### config.mk
export PLATFORM = sky130hd
export DESIGN_NAME = mul_row_emitter
export DESIGN_NICKNAME = d
export VERILOG_FILES = /design/src/rtl/mul_row_emitter.sv
export SDC_FILE = /design/constraint.sdc
export NUM_CORES = 2
export LEC_CHECK = 0
export CAP_MARGIN = 10
export CORE_UTILIZATION = 34
export CTS_CLUSTER_DIAMETER = 50
export DETAILED_ROUTE_END_ITERATION = 10
export PLACE_DENSITY_LB_ADDON = 0.25
export SLEW_MARGIN = 20
export SYNTH_ARGS = -nofsm -noshare
export SYNTH_HDL_FRONTEND = slang
export SYNTH_SLANG_ARGS = --single-unit
### constraint.sdc
create_clock -name clk_in -period 10.55 [get_ports clk_in]
set_clock_uncertainty 0.15 [all_clocks]
set_input_delay 2.6375 -clock clk_in [delete_from_list [all_inputs] [get_ports clk_in]]
set_output_delay 2.6375 -clock clk_in [all_outputs]
set_load 0.05 [all_outputs]
### src/rtl/mul_row_emitter.sv
// mul_row_emitter: streams A[i]*b_j partial-product pairs per multiplier word, LS word first.
// Define MUL_ROW_EMITTER_STALL_CNT_EN to add the saturating stall_count_out counter.
module mul_row_emitter #(
  parameter int register_size   = 32,
  parameter int num_bits_stored = 2048,
  parameter int desired_size    = 2080
) (
  input  logic                              clk_in,
  input  logic                              rst_in,
  input  logic [register_size-1:0]          a_data_in,
  input  logic                              a_valid_in,
  output logic                              a_ready_out,
  input  logic [register_size-1:0]          b_data_in,
  input  logic                              b_valid_in,
  output logic                              b_ready_out,
  output logic [register_size-1:0]          high_out,
  output logic [register_size-1:0]          low_out,
  output logic [$clog2(desired_size):0]     padding_out,
  output logic                              valid_out,
  input  logic                              ready_in,
  output logic                              row_done_out
`ifdef MUL_ROW_EMITTER_STALL_CNT_EN
  ,
  output logic [31:0]                       stall_count_out
`endif
);
  localparam int RS = register_size;
  localparam int NW = num_bits_stored / register_size;
  localparam int IW = $clog2(NW);
  localparam int PW = $clog2(desired_size) + 1;
  localparam logic [IW-1:0] LAST = IW'(NW - 1);
  typedef enum logic [1:0] {LOAD_A, WAIT_B, EMIT, DRAIN} state_t;
  state_t state;
  logic [RS-1:0] mem [NW];
  logic [RS-1:0] b, rd;
  logic [IW-1:0] idx, row;
  logic [2*RS-1:0] e0, e1, p;
  logic [1:0] count;
  logic s1_v, pop, push, issue, empty, we;
  assign {high_out, low_out} = e0;
  assign valid_out = count != 2'd0;
  assign pop = valid_out && ready_in;
  assign push = s1_v;
  assign empty = !s1_v && count == 2'd0;
  assign we = state == LOAD_A && a_valid_in && a_ready_out;
  // The pair leaving this cycle frees its slot, which is what sustains one issue per cycle.
  assign issue = state == EMIT && (3'(s1_v) + 3'(count) - 3'(pop)) < 3'd2;
  assign p = {{RS{1'b0}}, rd} * {{RS{1'b0}}, b};
  always_ff @(posedge clk_in) begin
    if (we) mem[idx] <= a_data_in;
    if (issue) rd <= mem[idx];
  end
  always_ff @(posedge clk_in or posedge rst_in) begin
    if (rst_in) begin
      state <= LOAD_A;
      idx <= '0;
      row <= '0;
      b <= '0;
      padding_out <= '0;
      a_ready_out <= 1'b0;
      b_ready_out <= 1'b0;
      row_done_out <= 1'b0;
      s1_v <= 1'b0;
      count <= 2'd0;
      e0 <= '0;
      e1 <= '0;
    end else begin
      row_done_out <= 1'b0;
      s1_v <= issue;
      count <= count + 2'(push) - 2'(pop);
      if (push && (count == 2'd0 || (count == 2'd1 && pop))) e0 <= p;
      else if (pop && count == 2'd2) e0 <= e1;
      if (push && count == 2'd1 && !pop) e1 <= p;
      case (state)
        LOAD_A: begin
          a_ready_out <= 1'b1;
          if (we) begin
            idx <= idx + IW'(1);
            if (idx == LAST) begin
              state <= WAIT_B;
              idx <= '0;
              row <= '0;
              a_ready_out <= 1'b0;
              b_ready_out <= 1'b1;
            end
          end
        end
        WAIT_B: if (b_valid_in && b_ready_out) begin
          b <= b_data_in;
          padding_out <= PW'(row);
          b_ready_out <= 1'b0;
          state <= EMIT;
        end
        EMIT: if (issue) begin
          idx <= idx + IW'(1);
          if (idx == LAST) begin
            idx <= '0;
            state <= DRAIN;
          end
        end
        default: if (empty) begin
          row_done_out <= 1'b1;
          row <= row + IW'(1);
          if (row == LAST) begin
            row <= '0;
            state <= LOAD_A;
            a_ready_out <= 1'b1;
          end else begin
            state <= WAIT_B;
            b_ready_out <= 1'b1;
          end
        end
      endcase
    end
  end
`ifdef MUL_ROW_EMITTER_STALL_CNT_EN
  always_ff @(posedge clk_in or posedge rst_in) begin
    if (rst_in) stall_count_out <= '0;
    else if (state == DRAIN && empty && row == LAST) stall_count_out <= '0;
    else if (valid_out && !ready_in && stall_count_out != '1) stall_count_out <= stall_count_out + 32'd1;
  end
`endif
endmodule
==> impl_metrics.py <==
metrics = {
    "drt": {
        "drc": 0,
        "post_drt_via_cell_ratio": 5.43,
        "drt_pass1_iterations": 6,
        "routedWlPerCell_um": 28.3,
        "wl_um": 369000,
        "ant_nets": 0,
        "vias": 70900,
        "drt_iter0_markers": 6767,
    },
    "place": {
        "dp_hpwl_um": 227000,
        "io_buffers": 142,
        "globalplace.congestion": 0.874,
        "placedCellCount": 12600,
    },
    "floorplan": {
        "ioPinCount": 150,
        "rows": 213,
        "initial_utilization_pct": 34.2,
        "dieWidth_um": 584,
        "dieArea_mm2": 0.341,
        "die-height_um": 584,
        "core_area_mm2": 0.337,
    },
    "critical_path": {
        "reg2reg_depth": 23,
        "cp.arrival_ns": 9.21,
        "rr_endpoint": "e0[47]",
        "r2r_start": "rd[24]",
        "worstPathRequired_ns": 11.09,
        "cp-start-kind": "register",
        "path_max_fanout": 18,
        "endpoint_kind": "register",
        "path_class": "reg2reg",
        "reg2reg_slack_ns": 1.89,
    },
    "sta": {
        "fmax_mhz": 115,
        "max-slew-margin-rel_pct": 23.3,
        "setup_viol": 0,
        "slew_violations": 0,
        "rsz0062_at_grt": "no",
        "period_share_pct": 82.1,
        "tightest_slew_ns": 1.14,
        "finalSetupTns_ns": 0,
        "timing.final.hold_violations": 0,
        "min_period_ns": 8.66,
    },
    "min_path": {
        "hold_path_depth": 2,
        "hold_class": "reg2reg",
        "hold_path_end": "e0[2]",
        "worstHoldStart": "e0[2]",
    },
    "synth": {
        "netlist_instances": 8209,
        "yosysMostFrequentCell": "edfxtp_1",
        "synth_seq_cells": 2266,
        "synthFlopType": "edfxtp_1",
        "syn_avg_cell_area_um2": 14.0,
        "ys_seq_area_share_pct": 58.3,
        "yosys.cell_types.count": 71,
        "synth_top_area_share_pct": 54.3,
        "async_flop_share_pct": 8.21,
        "ys_warn_count": 0,
        "netlist_top_cells_area": "edfxtp_1, fa_1, a22oi_1",
        "synth_common_cells": "edfxtp_1, fa_1, inv_1",
        "synthesis.area_mm2": 0.115,
        "yosysTopAreaCell": "edfxtp_1",
        "synth_edf_count": 2080,
    },
    "cts": {
        "root_buffer": "clkbuf_16",
        "postCtsHoldBufs": 0,
        "cts_buffers": 249,
        "cts_sinks": 2266,
        "cts_tree": "built",
        "cts_resized": 0,
        "path_clk_slew_ns": 0.06,
        "post_cts_buffers": 0,
        "clk_path_buf_depth": 4,
        "clkLatencyLatePin_ns": 0.95,
        "htree_levels": 4,
    },
    "grt": {
        "overflow": 0,
        "grt_start_max_net_pins": 104,
        "antenna_found_initial": 18,
        "grt_pass1_wl_um": 530000,
        "grtUsageTotal_pct": 21.5,
        "grt_pass1_vias": 72800,
    },
    "finish": {
        "fin_nets": 9577,
        "synthToLayoutAreaGrowth_pct": 13.7,
        "post-route-util_pct": 38.9,
        "final_cells": 13100,
        "drive_gt1_share_pct": 9.68,
    },
    "run_status": {
        "status": "finished, final reports clean",
    },
    "job": {
        "cap_violations": 0,
    },
}
-- layer usage --
layer	track usage, %	share of wire (%)	vias up
met4	6.54	3.3	10
met1	29.3	42	37500
met5	0	0.018	-
met3	3.53	7.4	525
li1	-	-	29900
met2	35.0	47	2948
-- flip-flops by register name, summed over array words and instances, names as in the netlist, 6 cells and up --
name	flops
padding_out	6
e0	64
rd	32
e1	64
mem	2048
idx	6
row	6
b	32
-- area by class of cell --
cell class              instances  area, µm²
well taps                    4515       5650
fillers                     31300     206000
flip-flops and latches       2266      67100
diodes                          5       12.5
inverters                     895       3370
clock inverters               153       1600
multi-input cells            4531      43300
clock buffers                 299       6480
repair buffers                396       3290
-- cell families (layout without fill, tap and decap cells) --
kind of cell    after synthesis  count (layout)  synth area share, %
compound gates             1692            1692                 10.7
fa+ha+maj                  1169            1169                 18.6
xor+xnor                     64              64                0.487
other cells                   1              12              0.00326
buf+inv                    1418            1743                 4.66
mux                          44              44                0.427
simple gates               1555            1555                 6.81
flops                      2266            2266                 58.3
-- cells in the final DEF (no fill, tap or decap), drive strengths merged, types with 8 or more instances in the layout --
| master | count |
|---|---|
| a21o | 32 |
| a21oi | 149 |
| a221oi | 206 |
| a22o | 205 |
| a22oi | 681 |
| a31oi | 182 |
| and2 | 572 |
| and3 | 14 |
| buf | 286 |
| bufinv | 26 |
| clkbuf | 299 |
| clkdlybuf4s50 | 110 |
| clkinv | 92 |
| clkinvlp | 14 |
| dfrtp | 186 |
| edfxtp | 2080 |
| fa | 897 |
| ha | 272 |
| inv | 916 |
| mux2 | 41 |
| nand2 | 623 |
| nand3 | 74 |
| nand4 | 86 |
| nor2 | 107 |
| nor3 | 13 |
| nor4 | 29 |
| o211ai | 12 |
| o21ai | 160 |
| o21bai | 14 |
| or3 | 8 |
| xnor2 | 42 |
| xor2 | 22 |
-- worst max-delay path by stage --
stage | start | endpoint | slack (ns) | cells after the start
3_3_place_gp | b[7] | e0[57] | 1.99 | 24
6_report | rd[24] | e0[47] | 1.89 | 23
2_1_floorplan | rst_in | a_ready_out | 2.71 | 1
5_1_grt | rd[24] | e0[47] | 1.62 | 23
4_1_cts | b[7] | e0[57] | 1.87 | 22
3_5_place_dp | b[7] | e0[57] | 1.91 | 22
-- critical path, stage by stage (launching register included) --
cell and delay [ns]:
edfxtp_1 0.96, buf_4 0.42, nand2_1 0.12, fa_1 0.51
fa_1 0.53, inv_1 0.06, fa_1 0.51, inv_1 0.06
fa_1 0.52, inv_1 0.07, fa_1 0.49, fa_1 0.57
fa_1 0.43, fa_1 0.45, ha_1 0.36, a21oi_1 0.25
o21ai_1 0.16, a21o_1 0.19, a21oi_1 0.33, o22ai_1 0.19
or3_1 0.49, a41oi_1 0.30, xor2_1 0.26, o21ai_1 0.10
-- stage by stage --
stage / hold WS (ns) / setup WS [ns] / instance area (µm²)
finish: 0.327 / 1.89 / 131000
global route: 0.352 / 1.62 / 131000
CTS: 0.330 / 1.87 / 131000
detailed placement: 0.315 / 1.91 / 123000
global placement: 0.308 / 1.99 / 123000
floorplan: 0.297 / 2.71 / 115000
Power is left out: the tool's default activity adds up to more than one toggle a clock period on the data nets, which glitch-free logic cannot reach.
